File: config.mk
export PLATFORM = sky130hd
export DESIGN_NAME = mod5_frame_tx
export DESIGN_NICKNAME = d
export VERILOG_FILES = /design/src/rtl/mod5_frame_tx.sv
export SDC_FILE = /design/constraint.sdc
export NUM_CORES = 1
export LEC_CHECK = 0
export ABC_AREA = 1
export BUFFER_PORTS_ARGS = -buffer_cell sky130_fd_sc_hd__buf_2
export CAP_MARGIN = 20
export CELL_PAD_IN_SITES_DETAIL_PLACEMENT = 1
export CELL_PAD_IN_SITES_GLOBAL_PLACEMENT = 1
export CORE_ASPECT_RATIO = 1.5
export CORE_UTILIZATION = 41
export DETAILED_ROUTE_END_ITERATION = 8
export GPL_TIMING_DRIVEN = 0
export PLACE_DENSITY = 0.82
export SYNTH_ARGS = -nofsm -noshare
export SYNTH_HDL_FRONTEND = slang
export SYNTH_HIERARCHICAL = 1
export SYNTH_SLANG_ARGS = --single-unit
File: constraint.sdc
create_clock -name clk -period 2.1 [get_ports clk]
set_input_delay 0.21 -clock clk [delete_from_list [all_inputs] [get_ports clk]]
set_output_delay 0.21 -clock clk [all_outputs]
set_load 0.02 [all_outputs]
File: src/rtl/mod5_frame_tx.sv
// mod5_frame_tx
//   Serial frame transmitter for a divisible-by-5 link. A parallel payload word
//   is shifted out MSB first and followed by a 3-bit suffix. The suffix is chosen
//   so that the whole DATA_W+3 bit frame, read MSB first as an unsigned number,
//   is a multiple of 5.
//
// Parameters
//   DATA_W      payload width in bits (>= 1)
//
// Ports
//   clk         rising-edge clock
//   reset       synchronous, active-high reset
//   din         payload word, sampled on accept
//   din_valid   payload present on din
//   din_ready   block can accept din this cycle (combinational from state)
//   dout        serial frame bit, MSB first, 0 whenever dout_valid is low
//   dout_valid  dout carries a frame bit this cycle
//   dout_last   final (suffix LSB) bit of the frame
//   busy        frame in progress
//   tx_residue  (only with MOD5_RESIDUE_OUT_EN) running mod-5 residue of the
//               frame bits emitted so far, including the bit now on dout
//
// Build option
//   MOD5_RESIDUE_OUT_EN  adds the tx_residue port and its residue checker.

`ifdef MOD5_RESIDUE_OUT_EN
// Residue checker: a complete frame must always leave the residue at zero.
module mod5_frame_tx_chk (
    input logic       clk,
    input logic       reset,
    input logic       dout_last,
    input logic [2:0] tx_residue
);

    // Final frame bit must close the residue to zero.
    a_last_residue_zero: assert property (
        @(posedge clk) disable iff (reset) dout_last |-> (tx_residue == 3'd0)
    );

endmodule
`endif

module mod5_frame_tx #(
    parameter int DATA_W = 8
) (
    input  logic              clk,
    input  logic              reset,
    input  logic [DATA_W-1:0] din,
    input  logic              din_valid,
    output logic              din_ready,
    output logic              dout,
    output logic              dout_valid,
    output logic              dout_last,
    output logic              busy
`ifdef MOD5_RESIDUE_OUT_EN
    ,
    output logic [2:0]        tx_residue
`endif
);

    // Counter must reach DATA_W-1 in DATA and 2 in SUFFIX.
    localparam int CNT_W = $clog2(DATA_W + 3);

    typedef enum logic [1:0] {
        ST_IDLE   = 2'd0,
        ST_DATA   = 2'd1,
        ST_SUFFIX = 2'd2
    } state_t;

    // One receiver step: residue of (2*r + b) mod 5 for r in 0..4.
    function automatic logic [2:0] mod5_step(input logic [2:0] r, input logic b);
        logic [3:0] t;
        t = {r, 1'b0} + {3'b000, b};
        if (t >= 4'd5) begin
            t = t - 4'd5;
        end else begin
            t = t;
        end
        return t[2:0];
    endfunction

    // State describes the bit currently presented on dout; residue_r already
    // includes that bit, so it mirrors the downstream checker's running state.
    state_t             state_r,      state_s;
    logic [DATA_W-1:0]  shift_r,      shift_s;
    logic [2:0]         residue_r,    residue_s;
    logic [2:0]         suffix_r,     suffix_s;
    logic [CNT_W-1:0]   cnt_r,        cnt_s;
    logic               dout_r,       dout_s;
    logic               dout_valid_r, dout_valid_s;
    logic               dout_last_r,  dout_last_s;
    logic               busy_r,       busy_s;
    logic               accept_s;
    logic [2:0]         sfx_calc_s;

    // Ready in IDLE and in the last frame bit so frames can run back to back.
    assign din_ready = (state_r == ST_IDLE) || dout_last_r;
    assign accept_s  = din_valid && din_ready;

    // Next-state and next-output computation.
    always_comb begin
        state_s      = state_r;
        shift_s      = shift_r;
        residue_s    = residue_r;
        suffix_s     = suffix_r;
        cnt_s        = cnt_r;
        dout_s       = 1'b0;
        dout_valid_s = 1'b0;
        dout_last_s  = 1'b0;
        busy_s       = 1'b0;
        // Suffix uses the residue that already includes the last payload bit.
        sfx_calc_s   = mod5_step(residue_r, 1'b0);

        case (state_r)
            ST_IDLE: begin
                if (accept_s) begin
                    state_s      = ST_DATA;
                    shift_s      = din << 1;
                    residue_s    = mod5_step(3'd0, din[DATA_W-1]);
                    cnt_s        = {CNT_W{1'b0}};
                    dout_s       = din[DATA_W-1];
                    dout_valid_s = 1'b1;
                    busy_s       = 1'b1;
                end else begin
                    state_s      = ST_IDLE;
                end
            end

            ST_DATA: begin
                dout_valid_s = 1'b1;
                busy_s       = 1'b1;
                if (cnt_r == CNT_W'(DATA_W - 1)) begin
                    state_s   = ST_SUFFIX;
                    suffix_s  = sfx_calc_s;
                    cnt_s     = {CNT_W{1'b0}};
                    dout_s    = sfx_calc_s[2];
                    residue_s = mod5_step(residue_r, sfx_calc_s[2]);
                end else begin
                    shift_s   = shift_r << 1;
                    cnt_s     = cnt_r + CNT_W'(1);
                    dout_s    = shift_r[DATA_W-1];
                    residue_s = mod5_step(residue_r, shift_r[DATA_W-1]);
                end
            end

            ST_SUFFIX: begin
                if (cnt_r == CNT_W'(0)) begin
                    cnt_s        = CNT_W'(1);
                    dout_s       = suffix_r[1];
                    dout_valid_s = 1'b1;
                    busy_s       = 1'b1;
                    residue_s    = mod5_step(residue_r, suffix_r[1]);
                end else if (cnt_r == CNT_W'(1)) begin
                    cnt_s        = CNT_W'(2);
                    dout_s       = suffix_r[0];
                    dout_valid_s = 1'b1;
                    dout_last_s  = 1'b1;
                    busy_s       = 1'b1;
                    residue_s    = mod5_step(residue_r, suffix_r[0]);
                end else if (accept_s) begin
                    // Accept during dout_last: next frame starts without a gap.
                    state_s      = ST_DATA;
                    shift_s      = din << 1;
                    residue_s    = mod5_step(3'd0, din[DATA_W-1]);
                    cnt_s        = {CNT_W{1'b0}};
                    dout_s       = din[DATA_W-1];
                    dout_valid_s = 1'b1;
                    busy_s       = 1'b1;
                end else begin
                    state_s      = ST_IDLE;
                    shift_s      = {DATA_W{1'b0}};
                    residue_s    = 3'd0;
                    cnt_s        = {CNT_W{1'b0}};
                end
            end

            default: begin
                state_s   = ST_IDLE;
                shift_s   = {DATA_W{1'b0}};
                residue_s = 3'd0;
                suffix_s  = 3'd0;
                cnt_s     = {CNT_W{1'b0}};
            end
        endcase
    end

    // State and registered-output update with synchronous reset.
    always_ff @(posedge clk) begin
        if (reset) begin
            state_r      <= ST_IDLE;
            shift_r      <= {DATA_W{1'b0}};
            residue_r    <= 3'd0;
            suffix_r     <= 3'd0;
            cnt_r        <= {CNT_W{1'b0}};
            dout_r       <= 1'b0;
            dout_valid_r <= 1'b0;
            dout_last_r  <= 1'b0;
            busy_r       <= 1'b0;
        end else begin
            state_r      <= state_s;
            shift_r      <= shift_s;
            residue_r    <= residue_s;
            suffix_r     <= suffix_s;
            cnt_r        <= cnt_s;
            dout_r       <= dout_s;
            dout_valid_r <= dout_valid_s;
            dout_last_r  <= dout_last_s;
            busy_r       <= busy_s;
        end
    end

    assign dout       = dout_r;
    assign dout_valid = dout_valid_r;
    assign dout_last  = dout_last_r;
    assign busy       = busy_r;

`ifdef MOD5_RESIDUE_OUT_EN
    assign tx_residue = residue_r;

    mod5_frame_tx_chk u_chk (
        .clk        (clk),
        .reset      (reset),
        .dout_last  (dout_last_r),
        .tx_residue (residue_r)
    );
`endif

endmodule

==> results.yml <==
clock_tree:
  cts_buffer_depth: 2
  cts_inserted_buffers: 3
  cts_tree: "yes"
  cts-root-buf: "clkbuf_8"
  holdBufCountCts: 0
  clkSinkCount: 21
  htreeDepth: 1
  clkTransAtPathRegs_ns: 0.07
  insertion_delay_ns: 0.26
floorplanning:
  coreArea_sq_um: 3716
  die_w_um: 53.41
  die_h_um: 79.11
  rows: 27
  floorplan.die_area_sq_um: 4225
  pin_count: 16
  start_util: 0.4374
worst_setup_path:
  startpoint: "residue_r[0]$_SDFFE_PP0N_"
  reg2reg_from: "residue_r[0]$_SDFFE_PP0N_"
  path_max_fanout: 8
  critical_path_class: "flip-flop to flip-flop"
  cp-start-kind: "flip-flop"
  end_kind: "flip-flop"
  crit_required_ns: 2.22
  worstPathArrival_ns: 2.08
yosys:
  synth_nets: 280
  postSynthAreaPerCell_sq_um: 6.450
  synthMuxAreaShare: 0
  ys_async_sr_fraction: 0
  synth_top_area_share: 0.2587
  yosysWarnings: 6
  synthAdderAreaFrac: 0.1309
  seq_area_frac_synth: 0.2587
  synthSimpleGateAreaFrac: 0.3795
  synth_top_family_by_area: "simple AND/OR/NAND/NOR gates"
  synth-edff-count: 0
  yosysTopAreaCell: "dfxtp_1"
  yosys.cell_types.count: 30
  synthCells: 252
  yosysMostFrequentCell: "nand2_1"
  synthesis.area_sq_um: 1625
  synth_commonest_cells: "nand2_1, inv_1, nand3_1, a21oi_1, dfxtp_1"
  synthTopCellsByArea: "dfxtp_1, nand2_1, ha_1, nand3_1, inv_1"
  ys.flop_type: "dfxtp_1"
  synth_xor_xnor_area_share: 0.005389
  synth-compound-area-share: 0.1232
  synth-seq-cells: 21
detailed_routing:
  wl_per_cell_um: 14.28
  vias_per_cell: 5.259
  dr_total_vias: 1683
  ant_nets: 0
  first_pass_iters: 4
  route.detailed.drc: 0
  drt_iter0_drc: 32
  wl_um: 4569
power:
  internal_power_mw: 0.6751
  power_frac_seq: 0.431
  p_sw_mw: 0.3587
  swShare: 0.3470
  combinationalPowerShare: 0.310
  leakagePower_nw: 0.8740
  powerDensity_nw_per_um2: 559.1
  vdd_drop_max_mv: 0.4028
  p_clk_frac: 0.259
grt:
  grt_pass1_wl_um: 7196
  antenna_found_initial: 0
  grt_usage: 0.2321
  overflow: 0
  grt_start_max_net_pins: 12
  grt_pass1_vias: 1635
sta:
  setup_ws_ns: 0.1478
  slew_viol_final: 0
  hold_viol: 0
  fin_skew_ns: 0.002527
  min_period_ns: 1.952
  period_share: 0.9296
  tns_ns: 0
  worstMarginPinSlew_ns: 0.5684
  setup_viol: 0
  max_clock_freq_mhz: 512.2
  max_slew_margin: 0.6211
  rsz0062_at_grt: "false"
finish:
  diodes: 0
  final_util: 0.4976
  nets: 306
  drive_above_1_share: 0.1805
  area_growth_pct: 13.78
hold_path:
  min_from: "din[0]"
  hp-class: "input pin to flip-flop"
placed_design:
  hpwl_um: 3526
  preCtsSetupSlack_ns: 0.05927
  gp_congestion: 0.8373
  io_buffers: 15
run:
  drv_cap: 0
outcome:
  status: "finished, final reports clean"
-- worst paths after layout --
kind	slack (ns)	end	cells past startpoint
worst min register to register	0.47	shift_r[5]$_SDFFE_PP0P_	2
worst min-delay path	0.20	shift_r[1]$_SDFFE_PP0P_	3
worst max register to register	0.15	residue_r[0]$_SDFFE_PP0N_	13
worst max-delay path	0.15	residue_r[0]$_SDFFE_PP0N_	13
-- stage by stage --
stage / total power [mW] / hold slack (ns) / std cells / cell area, sq um
global placement: 0.7392 / 0.4537 / 310 / 1754
finish: 1.034 / 0.1994 / 320 / 1849
floorplan: 0.6636 / 0.3524 / 252 / 1625
detailed placement: 0.7510 / 0.4593 / 310 / 1754
CTS: 1.022 / 0.1994 / 314 / 1799
global route: 1.096 / 0.2087 / 320 / 1849
-- area by class of cell --
| class | instances | area (sq um) |
|---|---|---|
| Fill cell | 531 | 1867 |
| Multi-Input combinational cell | 189 | 1039 |
| Sequential cell | 21 | 421.7 |
| Inverter | 36 | 141.4 |
| Timing Repair Buffer | 21 | 120.1 |
| Tap cell | 43 | 53.80 |
| Clock buffer | 4 | 45.04 |
| Buffer | 6 | 28.78 |
-- metal layers --
metal / up-vias / GRT usage / routed length [um]
met2: 15 / 0.4438 / 2513
met5: - / 0 / 0
li1: 857 / - / -
met1: 807 / 0.2597 / 1938
met3: 4 / 0.02107 / 81
met4: 0 / 0.05526 / 36
-- repair_timing --
item,4_1_cts,5_1_grt
endpoints found under the setup margin,0,7
buffers inserted,0,6
gates resized for setup,0,4
-- power by group through the flow --
stage / Clock (mW) / Sequential (mW) / Combinational, mW
after global routing: 0.286 / 0.449 / 0.361
after CTS: 0.277 / 0.444 / 0.301
after global placement: 0 / 0.451 / 0.288
final: 0.268 / 0.446 / 0.321
after floorplan: 0 / 0.452 / 0.211
after detailed placement: 0 / 0.453 / 0.298
-- worst max-delay path, stage by stage, from the launching register on --
cell	delay (ns)
dfxtp_2	0.45
clkinvlp_4	0.23
buf_4	0.19
ha_1	0.22
nand2_1	0.08
nand2_1	0.08
nand2_1	0.11
nand2_1	0.05
nand3_1	0.08
nand2_1	0.06
inv_1	0.05
nand3_1	0.09
nand2_1	0.08
a21oi_1	0.06
-- placed cells by master (no fill, tap or decap), types with 7 or more instances in the layout --
cell type,instances
nand2_1,77
inv_1,27
nand3_1,25
a21oi_1,21
dfxtp_1,20
ha_1,17
buf_2,16
nor2_1,13
o21ai_0,9
inv_2,7
buf_4,7
-- state kept, by name, summed over array words and instances, names as in the netlist --
signal / cells
busy: 1
cnt_r: 4
dout: 1
dout_last: 1
residue_r: 3
shift_r: 7
state_r: 2
suffix_r: 2
-- cells by family after synthesis --
family                   Yosys count
flip-flops                        21
XOR/XNOR                           1
buffers and inverters             42
AND/OR/NAND/NOR                  134
AO/OA/AOI/OAI                     37
adder cells (fa/ha/maj)           17
Power figures use the tool's default switching activity.
